File: src/rtl/cordic_arbiter_pkg.sv
// Shared types and helpers for the round-robin CORDIC arbiter: FSM state
// encoding, the quiet-NaN error result and the round-robin selection function.
package cordic_arb_pkg;

  typedef enum logic [1:0] {
    IDLE  = 2'd0,
    ISSUE = 2'd1,
    WAIT  = 2'd2,
    RESP  = 2'd3
  } arb_state_t;

  localparam logic [31:0] QNAN_F32 = 32'h7FC0_0000;
  localparam int          MAX_REQ  = 8;
  localparam int          ID_W     = 3;

  // First set request strictly after `last`, wrapping modulo n; 0 when none set.
  function automatic logic [ID_W-1:0] rr_next(input logic [MAX_REQ-1:0] req,
                                              input logic [ID_W-1:0]    last,
                                              input int                 n);
    logic [ID_W-1:0] pick;
    logic            found;
    int              idx;
    pick  = {ID_W{1'b0}};
    found = 1'b0;
    for (int k = 1; k <= MAX_REQ; k++) begin
      idx = int'(last) + k;
      if (idx >= n) begin
        idx = idx - n;
      end else begin
        idx = idx;
      end
      if ((k <= n) && !found && req[idx[ID_W-1:0]]) begin
        pick  = idx[ID_W-1:0];
        found = 1'b1;
      end else begin
        pick  = pick;
      end
    end
    return pick;
  endfunction

endpackage

File: src/rtl/cordic_arbiter_if.sv
// Requester-side and core-side signals of the CORDIC arbiter; the arbiter uses
// the slave view, the surrounding front ends and core wrapper the master view.
interface cordic_arbiter_if #(
  parameter int N_REQ = 4
);
  logic [N_REQ-1:0]       req;
  logic [N_REQ-1:0][31:0] arg;
  logic [N_REQ-1:0]       ack;
  logic [31:0]            result;
  logic                   result_err;
  logic                   busy;
  logic                   core_clk_en;
  logic                   core_start;
  logic [31:0]            core_x_ft;
  logic                   core_done;
  logic [31:0]            core_y_ft;

  modport slave (
    input  req, arg, core_done, core_y_ft,
    output ack, result, result_err, busy, core_clk_en, core_start, core_x_ft
  );

  modport master (
    output req, arg, core_done, core_y_ft,
    input  ack, result, result_err, busy, core_clk_en, core_start, core_x_ft
  );
endinterface

File: src/rtl/cordic_arbiter_rr_picker.sv
// Combinational round-robin picker: next requester after the last grant.
module rr_picker
  import cordic_arb_pkg::*;
#(
  parameter int N_REQ = 4,
  parameter int IDX_W = 2
) (
  input  logic [N_REQ-1:0] i_req,
  input  logic [IDX_W-1:0] i_last_grant,
  output logic [IDX_W-1:0] o_grant_id,
  output logic             o_any_req
);
  logic [ID_W-1:0] w_pick;

  assign w_pick     = rr_next(MAX_REQ'(i_req), ID_W'(i_last_grant), N_REQ);
  assign o_grant_id = IDX_W'(w_pick);
  assign o_any_req  = |i_req;
endmodule

File: src/rtl/cordic_arbiter.sv
// Shares one cosine core among N_REQ requesters: round-robin grant, one
// operation at a time, watchdog abort with a quiet-NaN error result.
module cordic_arbiter
  import cordic_arb_pkg::*;
#(
  parameter int N_REQ   = 4,
  parameter int TIMEOUT = 64
) (
  input  logic            clk,
  input  logic            reset,
  cordic_arbiter_if.slave bus
);
  localparam int IDX_W = (N_REQ > 1) ? $clog2(N_REQ) : 1;
  localparam int WD_W  = $clog2(TIMEOUT + 1);
  localparam logic [WD_W-1:0]  WD_LAST = WD_W'(TIMEOUT - 1);
  localparam logic [N_REQ-1:0] ONE_HOT = {{(N_REQ-1){1'b0}}, 1'b1};

  arb_state_t       r_state;
  logic [IDX_W-1:0] r_id;
  logic [IDX_W-1:0] r_last;
  logic [WD_W-1:0]  r_wd;
  logic [31:0]      r_x;
  logic [31:0]      r_result;
  logic             r_err;
  logic [N_REQ-1:0] r_ack;
  logic             r_start;
  logic             r_busy;
  logic             r_clk_en;
  logic [IDX_W-1:0] w_grant_id;
  logic             w_any_req;

  rr_picker #(.N_REQ(N_REQ), .IDX_W(IDX_W)) u_picker (
    .i_req        (bus.req),
    .i_last_grant (r_last),
    .o_grant_id   (w_grant_id),
    .o_any_req    (w_any_req)
  );

  // Arbitration FSM; the watchdog value 0 marks the first WAIT cycle, where a
  // done level left over from an earlier operation must not be trusted.
  always_ff @(posedge clk or negedge reset) begin
    if (!reset) begin
      r_state  <= IDLE;
      r_id     <= {IDX_W{1'b0}};
      r_last   <= IDX_W'(N_REQ - 1);
      r_wd     <= {WD_W{1'b0}};
      r_x      <= 32'h0000_0000;
      r_result <= 32'h0000_0000;
      r_err    <= 1'b0;
      r_ack    <= {N_REQ{1'b0}};
      r_start  <= 1'b0;
      r_busy   <= 1'b0;
      r_clk_en <= 1'b0;
    end else begin
      r_clk_en <= 1'b1;
      r_start  <= 1'b0;
      r_ack    <= {N_REQ{1'b0}};
      case (r_state)
        IDLE: begin
          if (w_any_req) begin
            r_id    <= w_grant_id;
            r_x     <= bus.arg[w_grant_id];
            r_start <= 1'b1;
            r_busy  <= 1'b1;
            r_state <= ISSUE;
          end else begin
            r_busy  <= 1'b0;
            r_state <= IDLE;
          end
        end
        ISSUE: begin
          r_wd    <= {WD_W{1'b0}};
          r_state <= WAIT;
        end
        WAIT: begin
          r_wd <= r_wd + WD_W'(1);
          if (bus.core_done && (r_wd != {WD_W{1'b0}})) begin
            r_result <= bus.core_y_ft;
            r_err    <= 1'b0;
            r_ack    <= ONE_HOT << r_id;
            r_state  <= RESP;
          end else if (r_wd == WD_LAST) begin
            r_result <= QNAN_F32;
            r_err    <= 1'b1;
            r_ack    <= ONE_HOT << r_id;
            r_state  <= RESP;
          end else begin
            r_state  <= WAIT;
          end
        end
        RESP: begin
          r_last  <= r_id;
          r_busy  <= 1'b0;
          r_state <= IDLE;
        end
        default: begin
          r_busy  <= 1'b0;
          r_state <= IDLE;
        end
      endcase
    end
  end

  assign bus.ack         = r_ack;
  assign bus.result      = r_result;
  assign bus.result_err  = r_err;
  assign bus.busy        = r_busy;
  assign bus.core_clk_en = r_clk_en;
  assign bus.core_start  = r_start;
  assign bus.core_x_ft   = r_x;
endmodule
File: src/flat_wrapper.sv
// flat-port wrapper written by rule: the top's interface ports become plain ports
module cordic_arbiter_flat import cordic_arb_pkg::*;
#(
  parameter int N_REQ   = 4,
  parameter int TIMEOUT = 64
)
  (clk, reset, bus_req, bus_arg, bus_core_done, bus_core_y_ft, bus_ack, bus_result, bus_result_err, bus_busy, bus_core_clk_en, bus_core_start, bus_core_x_ft);
  cordic_arbiter_if #(.N_REQ(N_REQ)) bus_i ();
  input  logic clk;
  input  logic reset;
  input wire logic [$bits(bus_i.req)-1:0] bus_req;
  input wire logic [$bits(bus_i.arg)-1:0] bus_arg;
  input wire logic [$bits(bus_i.core_done)-1:0] bus_core_done;
  input wire logic [$bits(bus_i.core_y_ft)-1:0] bus_core_y_ft;
  output wire logic [$bits(bus_i.ack)-1:0] bus_ack;
  output wire logic [$bits(bus_i.result)-1:0] bus_result;
  output wire logic [$bits(bus_i.result_err)-1:0] bus_result_err;
  output wire logic [$bits(bus_i.busy)-1:0] bus_busy;
  output wire logic [$bits(bus_i.core_clk_en)-1:0] bus_core_clk_en;
  output wire logic [$bits(bus_i.core_start)-1:0] bus_core_start;
  output wire logic [$bits(bus_i.core_x_ft)-1:0] bus_core_x_ft;
  assign bus_i.req = bus_req;
  assign bus_i.arg = bus_arg;
  assign bus_i.core_done = bus_core_done;
  assign bus_i.core_y_ft = bus_core_y_ft;
  assign bus_ack = bus_i.ack;
  assign bus_result = bus_i.result;
  assign bus_result_err = bus_i.result_err;
  assign bus_busy = bus_i.busy;
  assign bus_core_clk_en = bus_i.core_clk_en;
  assign bus_core_start = bus_i.core_start;
  assign bus_core_x_ft = bus_i.core_x_ft;
  cordic_arbiter #(.N_REQ(N_REQ), .TIMEOUT(TIMEOUT)) u_core (.clk(clk), .reset(reset), .bus(bus_i));
endmodule
File: config.mk
export PLATFORM = sky130hd
export DESIGN_NAME = cordic_arbiter_flat
export DESIGN_NICKNAME = d
export VERILOG_FILES = /design/src/rtl/cordic_arbiter_pkg.sv /design/src/rtl/cordic_arbiter_if.sv /design/src/rtl/cordic_arbiter_rr_picker.sv /design/src/rtl/cordic_arbiter.sv /design/src/flat_wrapper.sv
export SDC_FILE = /design/constraint.sdc
export NUM_CORES = 1
export LEC_CHECK = 0
export CAP_MARGIN = 5
export CELL_PAD_IN_SITES_DETAIL_PLACEMENT = 0
export CELL_PAD_IN_SITES_GLOBAL_PLACEMENT = 1
export CORE_MARGIN = 4
export CORE_UTILIZATION = 33
export CTS_CLUSTER_DIAMETER = 200
export CTS_CLUSTER_SIZE = 25
export DETAILED_ROUTE_END_ITERATION = 10
export PLACE_DENSITY = 0.84
export RECOVER_POWER = 100
export SYNTH_ARGS = -nofsm -noshare
export SYNTH_HDL_FRONTEND = slang
export SYNTH_SLANG_ARGS = --single-unit
File: constraint.sdc
create_clock -name clk -period 6.05 [get_ports clk]
set_clock_uncertainty 0.2 [all_clocks]
set_input_delay 1.21 -clock clk [delete_from_list [all_inputs] [get_ports clk]]
set_output_delay 1.21 -clock clk [all_outputs]
set_load 0.01 [all_outputs]
# Word-level counts from Yosys, hierarchy flattened

Index checks and enable logic that the tools add are counted.

Flip-flop bits (word level): 85
Logic and storage cells: 85

Add/sub/neg operators: 9
Order comparisons: 9
Equal/unequal tests: 4
Shift-type cells: 1
Multiplexer cells: 36
Reductions and logical operators: 15

Operators by type and width:

| kind                                                                                  | number |
|---|---|
| 32-bit 2-to-1 mux                                                                     | 3 |
| 32-bit binary-select mux with 2-bit select                                            | 1 |
| 32-bit by 4-bit greater-or-equal comparator with 1-bit output (second input constant) | 1 |
| 3-bit by 4-bit less-than comparator with 1-bit output (second input constant)         | 4 |
| 7-bit case mux with 2 select lines                                                    | 1 |
| 1-bit 2-to-1 mux                                                                      | 13 |
| 1-bit binary-select mux with 3-bit select                                             | 4 |
| 3-bit 2-to-1 mux                                                                      | 4 |
| 4-bit 2-to-1 mux                                                                      | 3 |
| 3-bit subtractor (second input constant)                                              | 4 |
| 2-bit 2-to-1 mux                                                                      | 5 |
| 2-bit case mux with 4 select lines                                                    | 1 |
| 7-bit by 1-bit adder with 7-bit output (second input constant)                        | 1 |
| 7-bit by 6-bit == test with 1-bit output (second input constant)                      | 1 |
| 7-bit nonzero test                                                                    | 1 |
| 2-bit by 2-bit adder with 3-bit output (second input constant)                        | 2 |
| 3-bit greater-or-equal comparator (second input constant)                             | 2 |
| 2-bit nonzero test                                                                    | 3 |
| 2-bit by 3-bit adder with 4-bit output (second input constant)                        | 1 |
| 2-bit == test (second input constant)                                                 | 2 |
| 4-bit by 3-bit greater-or-equal comparator with 1-bit output (second input constant)  | 1 |
| 1-bit logical AND                                                                     | 4 |
| 2-bit AND reduction                                                                   | 2 |
| 4-bit OR reduction                                                                    | 1 |
| 7 further kinds                                                                       | 9 |

# Longest topological paths before layout

Depth after elaboration: 17
Mapped depth: 12

# By module

Synthesis repeated with hierarchy kept, for this count alone.

Cell total of the unflattened synthesis: 349
Area, all modules: 4631.9 um^2

By module, submodules not included:

| module         | instances | cells an instance | area each (um^2) | seq. area each (um^2) |
|---|---|---|---|---|
| cordic_arbiter | 1         | 323               | 4374.2           | 2129.5 |
| rr_picker      | 1         | 26                | 257.7            | 0.0 |

# Worst setup path after synthesis

OpenSTA, ideal clock, no wires.

Kind: in2reg
Start: input port bus_req[2]
End: register u_core.r_x[15] (netlist: u_core.bus.core_x_ft[15])
Arrival: 3331 ps
Slack: 2393 ps
Cell stages on the path: 8
Cell sequence: buf_6 mux4_2 or3_4 and2_4 o21ai_4 buf_6 mux2_1 a221o_1

Longest elaborated chain between the ends: 14
Elaborated cells on any way between the ends: 25

RTL lines:

| what                                       | line                     | source |
|---|---|---|
| start, declared                            | flat_wrapper.sv:11       | `input wire logic [$bits(bus_i.req)-1:0] bus_req;` |
| 1-bit binary-select mux with 3-bit select  | cordic_arbiter_pkg.sv:32 | `if ((k <= n) && !found && req[idx[ID_W-1:0]]) begin` |
| 1-bit 2-to-1 mux (implied by the code)     | cordic_arbiter_pkg.sv:32 |  |
| 1-bit 2-to-1 mux                           | cordic_arbiter_pkg.sv:32 |  |
| 1-bit logical NOT                          | cordic_arbiter_pkg.sv:32 |  |
| 1-bit logical AND                          | cordic_arbiter_pkg.sv:32 |  |
| 1-bit 2-to-1 mux                           | cordic_arbiter_pkg.sv:32 |  |
| 1-bit logical NOT                          | cordic_arbiter_pkg.sv:32 |  |
| 1-bit logical AND                          | cordic_arbiter_pkg.sv:32 |  |
| 1-bit 2-to-1 mux                           | cordic_arbiter_pkg.sv:32 |  |
| 1-bit logical NOT                          | cordic_arbiter_pkg.sv:32 |  |
| 1-bit logical AND                          | cordic_arbiter_pkg.sv:32 |  |
| 2-bit 2-to-1 mux                           | cordic_arbiter_pkg.sv:32 |  |
| 32-bit binary-select mux with 2-bit select | cordic_arbiter.sv:62     | `r_x <= bus.arg[w_grant_id];` |
| 32-bit 2-to-1 mux (implied by the code)    | cordic_arbiter.sv:62     |  |
| end signal, assigned                       | cordic_arbiter.sv:62     |  |
| end, declared                              | cordic_arbiter.sv:22     | `logic [31:0] r_x;` |

Parallel ways exist; a longest one is shown, timed or not. The select of a mux whose other input is x is not followed.
A chain may end at the register's enable or synchronous reset.

# Worst setup path after layout

Start: register u_core.r_last[0]
End: register u_core.r_x[23] (netlist: u_core.bus.core_x_ft[23])

Longest elaborated chain between the ends: 17
Elaborated cells on any way between the ends: 39

RTL lines:

| what                                                                                                     | line                                               | source |
|---|---|---|
| start, declared                                                                                          | cordic_arbiter.sv:20                               | `logic [IDX_W-1:0] r_last;` |
| start signal, assigned                                                                                   | cordic_arbiter.sv:45                               | `r_last <= IDX_W'(N_REQ - 1);` |
| start signal, assigned                                                                                   | cordic_arbiter.sv:92                               | `r_last <= r_id;` |
| 2-bit by 1-bit adder with 3-bit output                                                                   | cordic_arbiter_pkg.sv:26                           | `idx = int'(last) + k;` |
| 32-bit by 4-bit greater-or-equal comparator with 1-bit output / 3-bit subtractor (equally long branches) | cordic_arbiter_pkg.sv:27, cordic_arbiter_pkg.sv:28 |  |
| 3-bit 2-to-1 mux                                                                                         | cordic_arbiter_pkg.sv:27                           | `if (idx >= n) begin` |
| 1-bit binary-select mux with 3-bit select                                                                | cordic_arbiter_pkg.sv:32                           |  |
| 1-bit 2-to-1 mux (implied by the code)                                                                   | cordic_arbiter_pkg.sv:32                           |  |
| 1-bit 2-to-1 mux                                                                                         | cordic_arbiter_pkg.sv:32                           |  |
| 1-bit logical NOT                                                                                        | cordic_arbiter_pkg.sv:32                           |  |
| 1-bit logical AND                                                                                        | cordic_arbiter_pkg.sv:32                           |  |
| 1-bit 2-to-1 mux                                                                                         | cordic_arbiter_pkg.sv:32                           |  |
| 1-bit logical NOT                                                                                        | cordic_arbiter_pkg.sv:32                           |  |
| 1-bit logical AND                                                                                        | cordic_arbiter_pkg.sv:32                           |  |
| 1-bit 2-to-1 mux                                                                                         | cordic_arbiter_pkg.sv:32                           |  |
| 1-bit logical NOT                                                                                        | cordic_arbiter_pkg.sv:32                           |  |
| 1-bit logical AND                                                                                        | cordic_arbiter_pkg.sv:32                           |  |
| 2-bit 2-to-1 mux (*)                                                                                     | cordic_arbiter_pkg.sv:32                           |  |
| 32-bit binary-select mux with 2-bit select (*)                                                           | cordic_arbiter.sv:62                               |  |
| 32-bit 2-to-1 mux (implied by the code) (*)                                                              | cordic_arbiter.sv:62                               |  |

Every way passes the cells marked *; elsewhere a longest branch is shown, timed or not. The select of a mux whose other input is x is not followed.

==> results.tsv <==
metric	value	unit
run status	complete, but fails checks	
violated checks	capacitance limit, slew limit	
most frequent cells in the layout	164 x clkdlybuf4s50_1, 83 x dfrtp_1, 73 x dlygate4sd3_1, 40 x nor2_1, 34 x nand2_1	
Synth Cell Area	5130	sq um
Die Y	133	microns
CTS tree	built	
Post-Place Worst Slack	0.958	ns
Worst-Margin Slew	1.73	ns
Worst-path clk slew	0.07	ns
yosys warns	0	
fmax	192	MHz
CP Data Required Time	6.11	ns
Top delay family on crit path	flip-flops	
Core ar.	15200	sq um
CTS Buf Count	9	
fill count	1439	
Seq cells post-synth	85	
Post-Syn Area per Cell	10.2	sq um
CTS root buffer	clkbuf_16	
Setup TNS	0	ns
sequential area share after synthesis	41.5	%
Antenna Nets Post-Route	0	
setup bufs post-CTS	0	
DIE AREA	17600	sq um
largest net degree at the start of global routing	58	
post-synth cell types	64	
initial antenna violation count	0	
FFs w/ async S/R, synth	100	%
min-delay worst type	reg2reg	
hold_buf cts	0	
period utilisation layout	86.3	%
clock sink count	85	
crit path cell chain	inv_1, ha_1, mux4_2, or3_4, and2_4, o21ai_4, clkbuf_2, a221oi_1, a211oi_2	
P&R area growth vs syn	52.8	%
Power, Total	3.94	mW
Max clock buf depth	2	
VDD IR-drop max	0.000213	V
commonest non-fill, non-tap cell in the layout	clkdlybuf4s50_1	
n_diodes	0	
1st-iter DRT viols	301	
initial core utilization	33.8	%
Setup CP Type	reg2reg	
Final Hold Fails	0	
final hold slack	0.280	ns
critical path startpoint category	flip-flop	
dpl hpwl	13.4	mm
syn_nets	678	
DRC viols	0	
CP max stage delay	1.15	ns
total gr overflow	0	
vias in the first global route	5341	
WP depth	9	
Row Count	45	
vias	5111	
GPL Wtd Cong	0.827	
worst-path maximum fanout	38	
post-CTS resize count	0	
Total GRT Usage	20.3	%
crit path DAT	5.28	ns
vias per cell	5.62	
fin worst setup slack	0.832	ns
Setup crit end kind	flip-flop	
Slew Limit Fails	56	
first-pass GRT wire length	28.8	mm
Max-Cap Viols	2	
endpoints failing setup	0	
wirelength, routed	18.2	mm
worst skew pair latency	0.35	ns
layout net count	890	
Primary FF master, synth	dfrtp_1	
IO Pins	239	
RSZ-0062 raised after global routing	false	
Die Wd	133	microns
WL/cell	20.0	microns
Crit-path slowest cell	dfstp_2	
CP Buf/Inv Count	2	
Leakage	3.18	nW
first-pass iteration count of the detailed router	4	
EDFF count, synth	0	
Buffers on Ports	238	
Max-slew headroom	-15.1	%
htree depth	3	
post-synthesis cell count	505	
layout cells sized above 1	9.97	%
Power Density	503	nW/um^2
hold depth	2	
FF-to-FF path depth	9	
Tmin final	5.22	ns
-- cell usage after synthesis (6+ instances only) --
library cell / count / share of area, %
dfrtp_1: 83 / 40
a211oi_2: 11 / 2.7
mux2_2: 8 / 1.8
ha_1: 6 / 1.5
o21ai_0: 22 / 2.1
a21oi_1: 17 / 1.7
o22ai_1: 11 / 1.3
a221o_1: 11 / 2.1
nor3b_1: 14 / 2.0
inv_1: 10 / 0.73
nor3_1: 21 / 2.0
o2111ai_1: 10 / 1.7
a221oi_1: 13 / 2.2
a211oi_1: 11 / 1.6
a221oi_2: 8 / 2.3
o211ai_2: 9 / 2.2
buf_2: 8 / 0.78
nor2_1: 40 / 2.9
nand2_1: 34 / 2.5
clkbuf_1: 26 / 1.9
mux2i_1: 25 / 4.9
nand2b_1: 11 / 1.3
a22o_1: 25 / 4.3
-- state kept, by name, summed over array words and instances, names as in the netlist --
signal	flops
u_core.bus.result	32
u_core.bus.ack	4
u_core.r_id	2
u_core.bus.busy	1
u_core.bus.core_clk_en	1
u_core.bus.result_err	1
u_core.r_last	2
u_core.bus.core_start	1
u_core.r_state	2
u_core.bus.core_x_ft	32
u_core.r_wd	7
-- final timing paths --
| path | slack [ns] | startpoint | end |
|---|---|---|---|
| worst min register to register | 0.28 | u_core.bus.core_x_ft[14] | u_core.bus.core_x_ft[14] |
| worst max-delay path | 0.83 | u_core.r_last[0] | u_core.bus.core_x_ft[23] |
| worst min-delay path | 0.28 | u_core.bus.core_x_ft[14] | u_core.bus.core_x_ft[14] |
| worst max register to register | 0.83 | u_core.r_last[0] | u_core.bus.core_x_ft[23] |
| min in group asynchronous | 1.10 | reset | u_core.bus.core_x_ft[19] |
| max in group asynchronous | 2.38 | reset | u_core.bus.core_x_ft[29] |
-- logic make-up after synthesis --
group / after synthesis / share of synthesized area (%)
compound gates: 170 / 28.4
buf+inv: 53 / 5.09
flops: 85 / 41.5
mux: 39 / 8.21
fa+ha+maj: 6 / 1.46
simple gates: 150 / 15.1
xor+xnor: 1 / 0.171
other cells: 1 / 0.0730
-- power breakdown --
part           switching, mW  internal, mW  leakage, nW
registers              0.199         0.825         1.03
logic                   1.29          1.05         2.00
clock network          0.252         0.328        0.150
-- final cells by class --
class	count	area, sq um	share of cell area (%)
Clock buffer	10	229	2.92
Clock inverter	6	76.3	0.973
Inverter	10	37.5	0.479
Multi-Input combinational cell	367	2720	34.7
Sequential cell	85	2130	27.2
Tap cell	188	235	3.00
Timing Repair Buffer	244	2410	30.8
-- tightest hold or removal path, delay by kind of cell, from the launching register on --
family,cells,cell delay (ns)
flip-flops,1,0.33
AND/OR/NAND/NOR,1,0.06
AO/OA/AOI/OAI,1,0.05
-- per-stage QoR --
stage	cell area [sq um]	utilization [%]	cells
2_1_floorplan	5130	-	505
3_3_place_gp	7590	49.9	894
3_5_place_dp	7590	49.9	894
4_1_cts	7890	51.9	910
5_1_grt	7840	51.6	910
6_report	7840	51.6	910
-- metal layers --
layer	share of wire [%]	up-vias	track usage, %	routed length [microns]
li1	-	2357	-	-
met1	42	2462	25.8	7670
met2	47	255	33.2	8640
met3	7.6	37	5.55	1380
met4	2.9	0	7.33	527
met5	0	-	0	0
Power figures use the tool's default switching activity.
